<file path="config.mk">
export PLATFORM = sky130hd
export DESIGN_NAME = note_spawn_scheduler_flat
export DESIGN_NICKNAME = d
export VERILOG_FILES = /design/src/rtl/note_spawn_scheduler_if.sv /design/src/rtl/note_spawn_scheduler.sv /design/src/flat_wrapper.sv
export SDC_FILE = /design/constraint.sdc
export NUM_CORES = 1
export LEC_CHECK = 0
export ABC_CLOCK_PERIOD_IN_PS = 4000
export BUFFER_PORTS_ARGS = -buffer_cell sky130_fd_sc_hd__buf_2
export CAP_MARGIN = 30
export CORE_ASPECT_RATIO = 0.9
export CORE_MARGIN = 2
export CORE_UTILIZATION = 59
export DETAILED_ROUTE_END_ITERATION = 16
export GPL_ROUTABILITY_DRIVEN = 1
export PLACE_DENSITY = 0.84
export SYNTH_ARGS = -nofsm -noshare
export SYNTH_HDL_FRONTEND = slang
export SYNTH_SLANG_ARGS = --single-unit
</file>
<file path="constraint.sdc">
create_clock -name clk -period 4 [get_ports clk]
set_clock_uncertainty 0.1 [all_clocks]
set_input_delay 0 -clock clk [delete_from_list [all_inputs] [get_ports clk]]
set_output_delay 0 -clock clk [all_outputs]
set_load 0.01 [all_outputs]
</file>
<file path="src/rtl/note_spawn_scheduler_if.sv">
// -----------------------------------------------------------------------------
// note_spawn_scheduler_if
//   Bundles the two streaming handshakes of the note spawn scheduler:
//     chart stream (chart_valid/chart_col in, chart_ready out)
//     note track   (spawn_valid/spawn_col out, spawn_ready in)
//   Modports:
//     master : the scheduler side (drives spawn_*, chart_ready)
//     slave  : the environment side (chart source and falling-note track)
// -----------------------------------------------------------------------------
interface note_spawn_scheduler_if;
  logic       chart_valid;
  logic [1:0] chart_col;
  logic       chart_ready;
  logic       spawn_valid;
  logic [1:0] spawn_col;
  logic       spawn_ready;

  modport master (
    input  chart_valid, chart_col, spawn_ready,
    output chart_ready, spawn_valid, spawn_col
  );

  modport slave (
    output chart_valid, chart_col, spawn_ready,
    input  chart_ready, spawn_valid, spawn_col
  );
endinterface

</file>
<file path="src/rtl/note_spawn_scheduler.sv">
// -----------------------------------------------------------------------------
// note_spawn_scheduler
//   Sequences note spawning for a 4-column rhythm game. Every TICKS_PER_NOTE
//   unpaused beat ticks it picks a column (LFSR source or chart stream) and
//   offers one note to the falling-note track over a valid/ready handshake.
//   In random mode a column may repeat at most MAX_REPEAT times in a row.
//   Ports:
//     clk, rst_n      clock, asynchronous active-low reset
//     start_i         pulse, begin a song (IDLE/DONE only)
//     abort_i         pulse, return to IDLE from any state
//     mode_i          0 = random, 1 = chart (latched on start)
//     pause_i         level, beat ticks ignored while high
//     beat_tick_i     beat pulse
//     rand_col_i      random column source, [1:0] used
//     bus             chart and spawn handshakes (master modport)
//     busy_o          high in WAIT_TICK, PICK, ISSUE
//     done_o          high in DONE
//     late_o          sticky tick-overrun flag
//     note_count_o    notes accepted since the last start
// -----------------------------------------------------------------------------
module note_spawn_scheduler #(
  parameter int NUM_NOTES      = 64,
  parameter int TICKS_PER_NOTE = 4,
  parameter int MAX_REPEAT     = 2,
  parameter int CNT_W          = 8
) (
  input  logic                 clk,
  input  logic                 rst_n,
  input  logic                 start_i,
  input  logic                 abort_i,
  input  logic                 mode_i,
  input  logic                 pause_i,
  input  logic                 beat_tick_i,
  input  logic [3:0]           rand_col_i,
  note_spawn_scheduler_if.master bus,
  output logic                 busy_o,
  output logic                 done_o,
  output logic                 late_o,
  output logic [CNT_W-1:0]     note_count_o
);

  localparam int TW = (TICKS_PER_NOTE > 1) ? $clog2(TICKS_PER_NOTE) : 1;
  localparam int RW = $clog2(MAX_REPEAT + 1);

  typedef enum logic [2:0] {
    S_IDLE  = 3'd0,
    S_WAIT  = 3'd1,
    S_PICK  = 3'd2,
    S_ISSUE = 3'd3,
    S_DONE  = 3'd4
  } state_t;

  state_t           state_q;
  logic             mode_q;
  logic [TW-1:0]    tick_cnt_q;
  logic [1:0]       last_col_q;
  logic [RW-1:0]    rep_cnt_q;
  logic [1:0]       spawn_col_q;
  logic             spawn_valid_q;
  logic             busy_q;
  logic             done_q;
  logic             late_q;
  logic [CNT_W-1:0] note_count_q;

  logic             tick_s;
  logic [1:0]       rand_col_d;
  logic [RW-1:0]    rep_cnt_d;
  logic [CNT_W-1:0] note_count_d;

  assign tick_s       = beat_tick_i & ~pause_i;
  assign note_count_d = note_count_q + CNT_W'(1);

  // Random column choice: bump to the next column once the repeat limit is hit.
  always_comb begin
    rand_col_d = rand_col_i[1:0];
    if ((rand_col_i[1:0] == last_col_q) && (rep_cnt_q == RW'(MAX_REPEAT))) begin
      rand_col_d = rand_col_i[1:0] + 2'd1;
    end else begin
      rand_col_d = rand_col_i[1:0];
    end
  end

  // Repeat counter update applied when the offered note is accepted.
  always_comb begin
    rep_cnt_d = RW'(1);
    if (spawn_col_q == last_col_q) begin
      if (rep_cnt_q == RW'(MAX_REPEAT)) begin
        rep_cnt_d = rep_cnt_q;
      end else begin
        rep_cnt_d = rep_cnt_q + RW'(1);
      end
    end else begin
      rep_cnt_d = RW'(1);
    end
  end

  // Main FSM with registered outputs; abort outranks start, start outranks the rest.
  always_ff @(posedge clk or negedge rst_n) begin
    if (!rst_n) begin
      state_q       <= S_IDLE;
      mode_q        <= 1'b0;
      tick_cnt_q    <= '0;
      last_col_q    <= 2'd0;
      rep_cnt_q     <= '0;
      spawn_col_q   <= 2'd0;
      spawn_valid_q <= 1'b0;
      busy_q        <= 1'b0;
      done_q        <= 1'b0;
      late_q        <= 1'b0;
      note_count_q  <= '0;
    end else if (abort_i) begin
      // note_count and late deliberately survive an abort
      state_q       <= S_IDLE;
      tick_cnt_q    <= '0;
      last_col_q    <= 2'd0;
      rep_cnt_q     <= '0;
      spawn_col_q   <= 2'd0;
      spawn_valid_q <= 1'b0;
      busy_q        <= 1'b0;
      done_q        <= 1'b0;
    end else begin
      case (state_q)
        S_IDLE, S_DONE: begin
          if (start_i) begin
            state_q      <= S_WAIT;
            mode_q       <= mode_i;
            tick_cnt_q   <= '0;
            rep_cnt_q    <= '0;
            late_q       <= 1'b0;
            note_count_q <= '0;
            busy_q       <= 1'b1;
            done_q       <= 1'b0;
          end
        end
        S_WAIT: begin
          if (tick_s) begin
            if (tick_cnt_q == TW'(TICKS_PER_NOTE - 1)) begin
              tick_cnt_q <= '0;
              state_q    <= S_PICK;
            end else begin
              tick_cnt_q <= tick_cnt_q + TW'(1);
            end
          end
        end
        S_PICK: begin
          if (tick_s) begin
            late_q <= 1'b1;
          end
          if (!mode_q) begin
            spawn_col_q   <= rand_col_d;
            spawn_valid_q <= 1'b1;
            state_q       <= S_ISSUE;
          end else if (bus.chart_valid) begin
            spawn_col_q   <= bus.chart_col;
            spawn_valid_q <= 1'b1;
            state_q       <= S_ISSUE;
          end
        end
        S_ISSUE: begin
          if (tick_s) begin
            late_q <= 1'b1;
          end
          if (bus.spawn_ready) begin
            spawn_valid_q <= 1'b0;
            note_count_q  <= note_count_d;
            rep_cnt_q     <= rep_cnt_d;
            last_col_q    <= spawn_col_q;
            if (note_count_d == CNT_W'(NUM_NOTES)) begin
              state_q <= S_DONE;
              busy_q  <= 1'b0;
              done_q  <= 1'b1;
            end else begin
              state_q <= S_WAIT;
            end
          end
        end
        default: begin
          state_q       <= S_IDLE;
          spawn_valid_q <= 1'b0;
          busy_q        <= 1'b0;
          done_q        <= 1'b0;
        end
      endcase
    end
  end

  // chart_ready is a pure decode of registered state so it follows PICK exactly.
  assign bus.chart_ready = (state_q == S_PICK) && mode_q;
  assign bus.spawn_valid = spawn_valid_q;
  assign bus.spawn_col   = spawn_col_q;
  assign busy_o          = busy_q;
  assign done_o          = done_q;
  assign late_o          = late_q;
  assign note_count_o    = note_count_q;

endmodule

</file>
<file path="src/flat_wrapper.sv">
// flat-port wrapper written by rule: the top's interface ports become plain ports
module note_spawn_scheduler_flat 
#(
  parameter int NUM_NOTES      = 64,
  parameter int TICKS_PER_NOTE = 4,
  parameter int MAX_REPEAT     = 2,
  parameter int CNT_W          = 8
)
  (clk, rst_n, start_i, abort_i, mode_i, pause_i, beat_tick_i, rand_col_i, busy_o, done_o, late_o, note_count_o, bus_chart_valid, bus_chart_col, bus_spawn_ready, bus_chart_ready, bus_spawn_valid, bus_spawn_col);
  note_spawn_scheduler_if bus_i ();
  input  logic clk;
  input  logic rst_n;
  input  logic start_i;
  input  logic abort_i;
  input  logic mode_i;
  input  logic pause_i;
  input  logic beat_tick_i;
  input  logic [3:0] rand_col_i;
  output logic busy_o;
  output logic done_o;
  output logic late_o;
  output logic [CNT_W-1:0] note_count_o;
  input wire logic [$bits(bus_i.chart_valid)-1:0] bus_chart_valid;
  input wire logic [$bits(bus_i.chart_col)-1:0] bus_chart_col;
  input wire logic [$bits(bus_i.spawn_ready)-1:0] bus_spawn_ready;
  output wire logic [$bits(bus_i.chart_ready)-1:0] bus_chart_ready;
  output wire logic [$bits(bus_i.spawn_valid)-1:0] bus_spawn_valid;
  output wire logic [$bits(bus_i.spawn_col)-1:0] bus_spawn_col;
  assign bus_i.chart_valid = bus_chart_valid;
  assign bus_i.chart_col = bus_chart_col;
  assign bus_i.spawn_ready = bus_spawn_ready;
  assign bus_chart_ready = bus_i.chart_ready;
  assign bus_spawn_valid = bus_i.spawn_valid;
  assign bus_spawn_col = bus_i.spawn_col;
  note_spawn_scheduler #(.NUM_NOTES(NUM_NOTES), .TICKS_PER_NOTE(TICKS_PER_NOTE), .MAX_REPEAT(MAX_REPEAT), .CNT_W(CNT_W)) u_core (.clk(clk), .rst_n(rst_n), .start_i(start_i), .abort_i(abort_i), .mode_i(mode_i), .pause_i(pause_i), .beat_tick_i(beat_tick_i), .rand_col_i(rand_col_i), .bus(bus_i), .busy_o(busy_o), .done_o(done_o), .late_o(late_o), .note_count_o(note_count_o));
endmodule
</file>
# Word level (Yosys, flattened, before mapping)
# Index checks and enable logic that the tools add are counted.
[classes]
mux = 47
n_addsub = 4
bitwise = 3
n_eq_ne = 22
n_reduce_logical = 24
[op_table]
columns = ["cell", "n"]
rows = [
  ["two-way mux 2 bit", 16],
  ["two-way mux 3 bit", 8],
  ["two-way mux 8 bit", 2],
  ["case mux 8 bit (2 select lines)", 1],
  ["AND reduction 4 bit", 4],
  ["two-way mux 1 bit", 13],
  ["case mux 3 bit (4 select lines)", 1],
  ["nonzero test 2 bit", 5],
  ["inequality test 3 x 2 -> 1 bit (second input constant)", 3],
  ["inequality test 3 bit (second input constant)", 3],
  ["case mux 1 bit (3 select lines)", 3],
  ["AND reduction 3 bit", 3],
  ["adder 8 x 1 -> 8 bit (second input constant)", 1],
  ["equality test 8 x 7 -> 1 bit (second input constant)", 1],
  ["inequality test 4 bit (second input constant)", 2],
  ["case mux 2 bit (2 select lines)", 2],
  ["adder 2 x 1 -> 2 bit (second input constant)", 3],
  ["equality test 3 x 2 -> 1 bit (second input constant)", 2],
  ["inequality test 2 x 1 -> 1 bit (second input constant)", 3],
  ["nonzero test 3 bit", 2],
  ["OR reduction 2 bit", 3],
  ["AND reduction 5 bit", 1],
  ["equality test 2 bit", 2],
  ["equality test 2 bit (second input constant)", 2],
  ["10 further kinds", 14],
]
[totals]
input_bits = 15
ff_bits = 24

# Longest topological paths before layout
# Gate-level depths: netlist of run 1.
[depth]
depth_word = 6
mapped_depth = 6
depth_no_buf = 6

# Worst setup path after synthesis of run 1
# No wires, ideal clock.
[synth_path]
path_type = "reg2reg"
start = "register u_core.state_q[0]"
end = "register u_core.done_q, in the netlist u_core.done_o"
arrival_time_ns = 1.444
stages_incl_launch_ff = 5
setup_slack_ns = 2.338
path_cell_list = "dfrtp_1 and3_2 a2111oi_4 mux2_2 o21a_1"
[synth_via]
elab_chain_len = 4
elab_cells_between_ends = 14
classes_between = "eq/ne (8); mux (2); reduce/logical (4)"
[synth_rtl]
columns = ["element", "line_no", "rtl"]
rows = [
  ["start, declared", "note_spawn_scheduler.sv:53", "state_t state_q;"],
  ["start signal, assigned", "note_spawn_scheduler.sv:100", "state_q <= S_IDLE;"],
  ["start signal, assigned", "note_spawn_scheduler.sv:113", "state_q <= S_IDLE;"],
  ["start signal, assigned", "note_spawn_scheduler.sv:125", "state_q <= S_WAIT;"],
  ["equality test 3 bit, or another cell as far along", "note_spawn_scheduler.sv:122", "case (state_q)"],
  ["OR reduction 2 bit (on tied branches)", "n/a", ""],
  ["inequality test 3 bit (no line), or another cell as far along", "n/a", ""],
  ["AND reduction 4 bit (no line) or two-way mux 1 bit (tied branches)", "n/a", ""],
  ["end signal, assigned", "note_spawn_scheduler.sv:108", "done_q <= 1'b0;"],
  ["end signal, assigned", "note_spawn_scheduler.sv:120", "done_q <= 1'b0;"],
  ["end signal, assigned", "note_spawn_scheduler.sv:132", "done_q <= 1'b0;"],
  ["end, declared", "note_spawn_scheduler.sv:61", "logic done_q;"],
]
# Several ways; a longest one is shown, not always the timed one.
# A chain may end at the register's enable or synchronous reset.

# Worst setup path in the final report of run 1
[layout_path]
start = "register u_core.state_q[1]"
end = "register u_core.rep_cnt_q[1]"
[layout_via]
elab_chain_len = 4
elab_cells_between_ends = 11
classes_between = "eq/ne (5); mux (2); reduce/logical (4)"
[layout_rtl]
columns = ["element", "line_no", "rtl"]
rows = [
  ["equality test 3 bit or zero test 3 bit (tied branches)", "note_spawn_scheduler.sv:122", ""],
  ["OR reduction 2 bit", "note_spawn_scheduler.sv:122", ""],
  ["inequality test 3 bit (no line), or another cell as far along", "n/a", ""],
  ["AND reduction 4 bit (no line) or two-way mux 2 bit (tied branches)", "n/a", ""],
  ["end signal, assigned", "note_spawn_scheduler.sv:166", "rep_cnt_q <= rep_cnt_d;"],
  ["end, declared", "note_spawn_scheduler.sv:57", "logic [RW-1:0] rep_cnt_q;"],
]
# Several ways; a longest one is shown, not always the timed one.

==> flow_summary.toml, run 1 <==
[floorplan]
die-area_mm2 = 0.00309
num_io_pins = 30
die_h_um = 52.9
core_mm2 = 0.00249
rows = 17
dieWidth_um = 58.4
initial_core_util_pct = 63.0

[setup_path]
path_cells = "nor2b_1, a221oi_2, or4b_1, o21ai_1"
timing.rr.start = "u_core.state_q[1]$_DFFE_PN0P_"
critPathSlowestCell = "dfrtp_1"
crit_path_start = "u_core.state_q[1]$_DFFE_PN0P_"
worstPathMaxFanout = 16
startpoint_type = "flop"
cp-end-kind = "flop"
cp_num_buf_inv = 0
crit_required_ps = 4160
path_delay_family = "simple AND/OR/NAND/NOR gates"
path_class = "reg -> reg"
slowest_delay_ps = 700
worst_r2r_path_depth = 4
path_depth = 4
cp.arrival_ps = 2370

[yosys]
syn_area_mm2 = 0.00157
syn_avg_cell_area_um2 = 9.57
ys_async_sr_fraction_pct = 100
yosys.area.top_type = "dfrtp_1"
synth-edff-count = 0
synth-seq-cells = 24
synth_ff_type = "dfrtp_1"
synth_top_cell_area_share_pct = 38.3
synth_nets = 182
synthTopCellsByArea = "dfrtp_1 (38%), a21oi_1 (4.1%), o21ai_0 (4.1%)"
synth_cells = 164
yosysWarningCount = 0
synth_seq_area_share_pct = 38.3
yosysUniqueCellTypes = 53

[sta]
drv_slew = 0
setup_viol = 0
finalSetupTns_ps = 0
fin_crit_sh_pct = 55.3
finalHoldViolations = 0
fin_crit_ps = 2210
tightest_slew_ps = 608
max_freq_mhz = 452
rsz0062_at_grt = "false"
slew_headroom_pct = 59.4

[grt]
antenna_found_initial = 0
grt_pass1_vias = 1326
met3_usage_pct = 3.42
grt_pass1_wl_um = 6010
use_met2_pct = 44.9
grt_max_degree = 25
use_met1_pct = 33.5
grt-ovfl-total = 0
top_usage_layer = "met2"
grt_usage_pct = 26.1

[clock_network]
post_cts_resize_count = 0
postCtsSetupBuffers = 0
clk_path_buf_depth = 2
cts-root-buf = "clkbuf_4"
clkLatencyLatePin_ps = 320
cts.sink_count = 24
cts_buffers = 3
cts_hold_buf = 8
clk_pin_slew_ps = 140
cts-htree-levels = 1
cts_tree = "built"

[finish]
n_antenna_cell = 0
fin_nets = 216
area_growth_pct = 16.7
layout-drive-gt1-share_pct = 22.8
final_util_pct = 73.6

[min_path]
hp-start = "rand_col_i[0]"
hold_class = "in -> reg"
worstHoldPathCells = 4

[routing]
finalWirelength_um = 3500
viasPerCell = 6.30
via_count = 1418
wl_per_cell_um = 15.6
drtAntennaViolNets = 0
drtIter0Drc = 61
drtPass1Iterations = 4
remaining_drc_errors = 0

[power]
powerDensity_mw_per_mm2 = 277
p_leak_nw = 0.872
power_uw = 507
ir_drop_mv = 0.228

[outcome]
outcome = "finished clean"

[placed_design]
dp_hpwl_um = 2570
io_buffers = 27
place.gp.congestion = 0.866

[run]
max_cap_viol_count = 0
[cells by family (layout without fill, tap and decap cells)]
kind of cell,count (synthesis),in the layout,share of synthesized area [%]
simple gates,67,67,26.6
compound gates,48,48,21.7
flops,24,24,38.3
buf+inv,12,45,4.07
mux,7,7,5.26
fa+ha+maj,3,3,2.39
xor+xnor,3,3,1.67
[area by class of cell]
| class | instances | area, µm² |
|---|---|---|
| tap | 28 | 35.0 |
| inverter | 6 | 22.5 |
| sequential | 24 | 601 |
| clock buffer | 3 | 22.5 |
| clock inverter | 1 | 30.0 |
| multi-input combinational | 128 | 905 |
| timing repair buffer | 35 | 215 |
| fill | 180 | 658 |
[cells in the mapped netlist, drive strengths merged (5+ instances only)]
cell type / n
buf: 5
dfrtp: 24
inv: 6
and3: 7
nand2: 17
o21ai: 14
nand3: 5
a31oi: 5
a21oi: 14
nor3: 6
nor2: 10
[path summary, 6_finish.rpt]
check / end / slack (ps)
max in group asynchronous: u_core.note_count_o[2]$_DFFE_PN0P_ / 3360
worst max-delay path: u_core.rep_cnt_q[1]$_DFFE_PN0P_ / 1790
worst min register to register: u_core.note_count_o[7]$_DFFE_PN0P_ / 430
worst max register to register: u_core.rep_cnt_q[1]$_DFFE_PN0P_ / 1790
worst min-delay path: u_core.bus.spawn_col[0]$_DFFE_PN0P_ / 40
min in group asynchronous: u_core.note_count_o[6]$_DFFE_PN0P_ / 80
[placed cells by master, fill, tap and decap left out, types with 3 or more instances in the layout]
master / n
ha_1: 3
nand2b_1: 4
and3_1: 6
nand3_1: 5
a21oi_1: 13
buf_2: 27
nor3_1: 6
clkbuf_4: 3
nand2_1: 17
nor2_1: 9
dlygate4sd3_1: 8
inv_1: 6
o21ai_0: 13
a31oi_1: 5
dfrtp_1: 24
mux2i_1: 3
[layer usage]
metal / up-vias / wire length (µm)
met2: 47 / 1740
met4: 0 / 44
met5: - / 0
met1: 689 / 1530
met3: 6 / 192
li1: 676 / -
[stage by stage]
| stage | instance area [µm²] | hold slack, ps | instances | worst slack, ps |
|---|---|---|---|---|
| floorplan | 1570 | -396 | 164 | 2340 |
| global placement | 1700 | -93.5 | 213 | 1920 |
| detailed placement | 1700 | -91.6 | 213 | 1870 |
| CTS | 1830 | 44.0 | 225 | 1840 |
| global route | 1830 | 37.9 | 225 | 1660 |
| finish | 1830 | 40.2 | 225 | 1790 |
[sequential cells by signal (all words and copies together), names as in the netlist]
name / cells
u_core.late_o: 1
u_core.state_q: 3
u_core.note_count_o: 8
u_core.rep_cnt_q: 2
u_core.done_o: 1
u_core.tick_cnt_q: 2
u_core.last_col_q: 2
u_core.bus.spawn_valid: 1
u_core.bus.spawn_col: 2
u_core.busy_o: 1
u_core.mode_q: 1
[power breakdown]
group          internal (mW)  switching (mW)
clock                  0.101          0.0745
combinational         0.0327          0.0357
sequential             0.250          0.0127
total                  0.384           0.123
[worst reg2reg max path: stages (launching register included)]
cell and delay (ps):
dfrtp_1 700, nor2b_1 580, a221oi_2 190, or4b_1 500
o21ai_1 90
Note: power is estimated with default switching activity, not from simulation.
==> inputs of run 2 (changes only) <==
- ABC_CLOCK_PERIOD_IN_PS: 4000 -> 2200
- CORE_UTILIZATION: 59 -> 55
- PLACE_DENSITY: 0.84 -> 0.79
- clock period: 4 -> 2.2 ns (I/O delays scaled with it)
==> flow_summary.toml, run 2 (synthesized netlist as in run 1, its figures left out) <==
[finish]
n_fill_cell = 215
layout-drive-gt1-share_pct = 24.4
n_antenna_cell = 0
layout.cells.non_filler = 241
largest_reg_flops = 8
fin_nets = 220
area_growth_pct = 19.5
mostFrequentLayoutCells = "buf_2 (27), dfrtp_1 (24), nand2_1 (17)"
final_common_cell = "buf_2"

[clock_network]
cts-htree-levels = 1
clkLatencyLatePin_ps = 320
postCtsSetupBuffers = 0
cts-root-buf = "clkbuf_4"
post_cts_resize_count = 0
cts.sink_count = 24
cts_buffers = 3
clk_path_buf_depth = 2
clk_pin_slew_ps = 150
cts_tree = "built"

[sta]
fin_crit_sh_pct = 86.7
worst_hold_slack_ps = 35.3
finalSetupTns_ps = 0
slew_headroom_pct = 63.6
setup_viol = 0
drv_slew = 0
fin_crit_ps = 1910
max_freq_mhz = 524
rsz0062_at_grt = "false"
tightest_slew_ps = 546
finalHoldViolations = 0

[placed_design]
io_buffers = 27
place.gp.congestion = 0.905
dp_hpwl_um = 2540
place_inst = 229

[setup_path]
path_class = "reg -> reg"
startpoint_type = "flop"
path_depth = 5
cp-end-kind = "flop"
path_delay_family = "simple AND/OR/NAND/NOR gates"
r2r_end = "u_core.rep_cnt_q[1]$_DFFE_PN0P_"
worst_r2r_path_depth = 5
timing.rr.start = "u_core.state_q[0]$_DFFE_PN0P_"
r2r_slack_ps = 290
crit_required_ps = 2360
cp.arrival_ps = 2070
critPathSlowestCell = "dfrtp_1"
path_cells = "buf_4, and2_1, a221oi_2, or4b_1, o21ai_1"
cp_num_buf_inv = 1
worstPathMaxFanout = 11
slowest_delay_ps = 620

[power]
ir_drop_mv = 0.278
power_uw = 936
p_leak_nw = 0.893
powerDensity_mw_per_mm2 = 499

[outcome]
outcome = "finished clean"

[routing]
remaining_drc_errors = 0
drtPass1Iterations = 4
wl_per_cell_um = 15.1
finalWirelength_um = 3640
drtAntennaViolNets = 0
drtIter0Drc = 71
via_count = 1429
viasPerCell = 5.93

[run]
max_cap_viol_count = 0

[min_path]
holdPathEnd = "u_core.bus.spawn_valid$_DFFE_PN0P_"
hp-start = "bus_chart_valid"
worstHoldPathCells = 4
hold_class = "in -> reg"

[floorplan]
num_io_pins = 30
dieWidth_um = 60.3
core_mm2 = 0.00273
rows = 18
initial_core_util_pct = 57.6
die-area_mm2 = 0.00330
die_h_um = 54.7

[grt]
grt_usage_pct = 24.4
antenna_found_initial = 0
grt-ovfl-total = 0
grt_pass1_vias = 1324
grt_max_degree = 25
grt_pass1_wl_um = 5940
==> run 2: changes by cell type in the layout (fill, tap and decap cells not counted) <==
cell,change
buf_4,+4
==> run 2: power by group <==
group          switching, mW  total, mW  internal (mW)
registers             0.0200      0.475          0.455
logic                 0.0676      0.130         0.0625
clock network          0.146      0.331          0.184
==> run 2: worst register-to-register path: stages, from the launching register on <==
cell and delay [ps]:
dfrtp_1 620, buf_4 230, and2_1 210, a221oi_2 110
or4b_1 490, o21ai_1 100
==> run 2: routing by layer <==
metal / global-route usage [%] / up-vias / wire (µm) / share of wire [%]
li1: - / 687 / - / -
met1: 33.1 / 681 / 1640 / 45
met2: 40.9 / 59 / 1780 / 49
met3: 2.84 / 2 / 205 / 5.6
met4: 7.41 / 0 / 12 / 0.33
met5: 0 / - / 0 / 0
==> run 2: cell type report <==
cell class                 instances  area (µm²)  share of cell area, %
multi-input combinational        128         905                   48.2
tap                               40        50.0                   2.67
inverter                           6        22.5                   1.20
clock buffer                       3        22.5                   1.20
sequential                        24         601                   32.0
clock inverter                     1        30.0                   1.60
timing repair buffer              39         245                   13.1
==> run 2: worst max-delay path by stage <==
stage | startpoint | endpoint | slack [ps]
after floorplan | u_core.state_q[0]$_DFFE_PN0P_ | u_core.done_o$_DFFE_PN0P_ | 540
after global placement | u_core.state_q[0]$_DFFE_PN0P_ | u_core.done_o$_DFFE_PN0P_ | 440
after detailed placement | u_core.state_q[0]$_DFFE_PN0P_ | u_core.rep_cnt_q[1]$_DFFE_PN0P_ | 380
after CTS | u_core.state_q[0]$_DFFE_PN0P_ | u_core.rep_cnt_q[1]$_DFFE_PN0P_ | 340
after global routing | u_core.state_q[0]$_DFFE_PN0P_ | u_core.rep_cnt_q[1]$_DFFE_PN0P_ | 230
final | u_core.state_q[0]$_DFFE_PN0P_ | u_core.rep_cnt_q[1]$_DFFE_PN0P_ | 290
==> run 2: timing repair <==
item / in CTS / in global routing
hold buffers: 8 / 0
setup endpoints to repair: 0 / 0
hold endpoints to repair: 33 / 0
==> run 2: metrics by stage <==
| stage | setup WS (ps) | util (%) | cell area [µm²] |
|---|---|---|---|
| after floorplan | 538 | - | 1570 |
| after global placement | 439 | 64.0 | 1740 |
| after detailed placement | 379 | 64.0 | 1740 |
| after CTS | 335 | 68.8 | 1880 |
| after global routing | 228 | 68.8 | 1880 |
| final | 293 | 68.8 | 1880 |
==> inputs of run 3 (changes only) <==
- PLACE_DENSITY: 0.79 -> 0.82
==> flow_summary.toml, run 3 (synthesized netlist as in run 1, its figures left out) <==
[outcome]
outcome = "finished clean"

[finish]
area_growth_pct = 18.7
largest_reg_flops = 8
n_fill_cell = 219
multi_input_area_um2 = 905
n_antenna_cell = 0
mostFrequentLayoutCells = "buf_2 (27), dfrtp_1 (24), nand2_1 (17)"
fin_nets = 220
final-seq-area_um2 = 601
layout-drive-gt1-share_pct = 23.9
final_common_cell = "buf_2"
layout.cells.non_filler = 241

[routing]
viasPerCell = 5.90
drtAntennaViolNets = 0
wl_per_cell_um = 15.0
drtPass1Iterations = 4
remaining_drc_errors = 0
drtIter0Drc = 45
finalWirelength_um = 3620
via_count = 1421

[clock_network]
clkLatencyLatePin_ps = 320
cts-root-buf = "clkbuf_4"
clk_path_buf_depth = 2
post_cts_resize_count = 0
cts.sink_count = 24
cts_tree = "built"
postCtsSetupBuffers = 0
cts-htree-levels = 1
clk_pin_slew_ps = 140
cts_hold_buf = 9
cts_buffers = 3

[floorplan]
rows = 18
die-area_mm2 = 0.00330
initial_core_util_pct = 57.6
dieWidth_um = 60.3
die_h_um = 54.7
num_io_pins = 30
core_mm2 = 0.00273

[sta]
fin_crit_ps = 1830
max_freq_mhz = 546
slew_headroom_pct = 64.0
setup_viol = 0
finalHoldViolations = 0
drv_slew = 0
tightest_slew_ps = 541
fin_crit_sh_pct = 83.3
rsz0062_at_grt = "false"
finalSetupTns_ps = 0

[min_path]
hp-start = "rand_col_i[0]"
hold_class = "in -> reg"

[grt]
grt_pass1_wl_um = 6160
grt_usage_pct = 25.7
antenna_found_initial = 0
grt_pass1_vias = 1353
grt_max_degree = 25
use_met2_pct = 40.8
top_usage_layer = "met2"
grt-ovfl-total = 0
met3_usage_pct = 3.78
use_met1_pct = 35.5

[power]
p_leak_nw = 0.885
ir_drop_mv = 0.324
powerDensity_mw_per_mm2 = 454

[placed_design]
dp_hpwl_um = 2580
place.gp.congestion = 0.829
io_buffers = 27
place_inst = 228

[setup_path]
worstPathMaxFanout = 10
crit_path_start = "u_core.state_q[0]$_DFFE_PN0P_"
path_class = "reg -> reg"
crit_required_ps = 2350
startpoint_type = "flop"
timing.rr.start = "u_core.state_q[0]$_DFFE_PN0P_"
cp-end-kind = "flop"
cp.arrival_ps = 1980

[run]
max_cap_viol_count = 0
-- run 3: changes by cell type in the layout (fill, tap and decap cells not counted) --
cell           change
bufinv_16          -1
clkbuf_8           +1
dlygate4sd3_1      +1
buf_4              -1
-- run 3: area by class of cell --
| class | count | share of cell area (%) |
|---|---|---|
| multi-input cells | 128 | 48.6 |
| flip-flops and latches | 24 | 32.3 |
| repair buffers | 39 | 13.3 |
| well taps | 40 | 2.69 |
| clock buffers | 4 | 1.95 |
| inverters | 6 | 1.21 |
-- run 3: path summary, 6_finish.rpt --
kind | end | slack, ps | cells after the start
setup / recovery | u_core.note_count_o[6]$_DFFE_PN0P_ | 370 | 5
hold / removal | u_core.bus.spawn_col[0]$_DFFE_PN0P_ | 30 | 4
setup reg to reg | u_core.note_count_o[6]$_DFFE_PN0P_ | 370 | 5
hold reg to reg | u_core.late_o$_DFFE_PN0P_ | 420 | 2
max in group asynchronous | u_core.mode_q$_DFFE_PN0P_ | 1570 | 2
min in group asynchronous | u_core.note_count_o[6]$_DFFE_PN0P_ | 70 | 2
-- run 3: layer usage --
metal,wire length (µm),part of all wire (%),up-vias
li1,-,-,692
met2,1690,47,33
met3,133,3.7,9
met5,0,0,-
met4,98,2.7,0
met1,1700,47,687
-- run 3: through the flow --
step	instance area, µm²	setup slack, ps	total power, mW	util [%]	hold WS (ps)
floorplan	1570	538	0.555	-	-396
global placement	1740	457	0.595	63.7	-87.5
detailed placement	1740	389	0.599	63.7	-74.9
CTS	1860	366	0.854	68.3	20.9
global route	1860	191	0.888	68.3	39.2
finish	1860	367	0.845	68.3	28.5
-- run 3: critical path, cell delays in order (launching register included) --
cell and delay [ps]:
dfrtp_1 560, buf_4 220, nand4bb_4 160, nor2_2 340
a41oi_1 190, a21oi_1 190
-- run 3: where the power goes --
| part | internal [mW] | switching [mW] | total (mW) |
|---|---|---|---|
| logic | 0.0626 | 0.0677 | 0.130 |
| clock network | 0.101 | 0.139 | 0.241 |
| registers | 0.455 | 0.0190 | 0.474 |
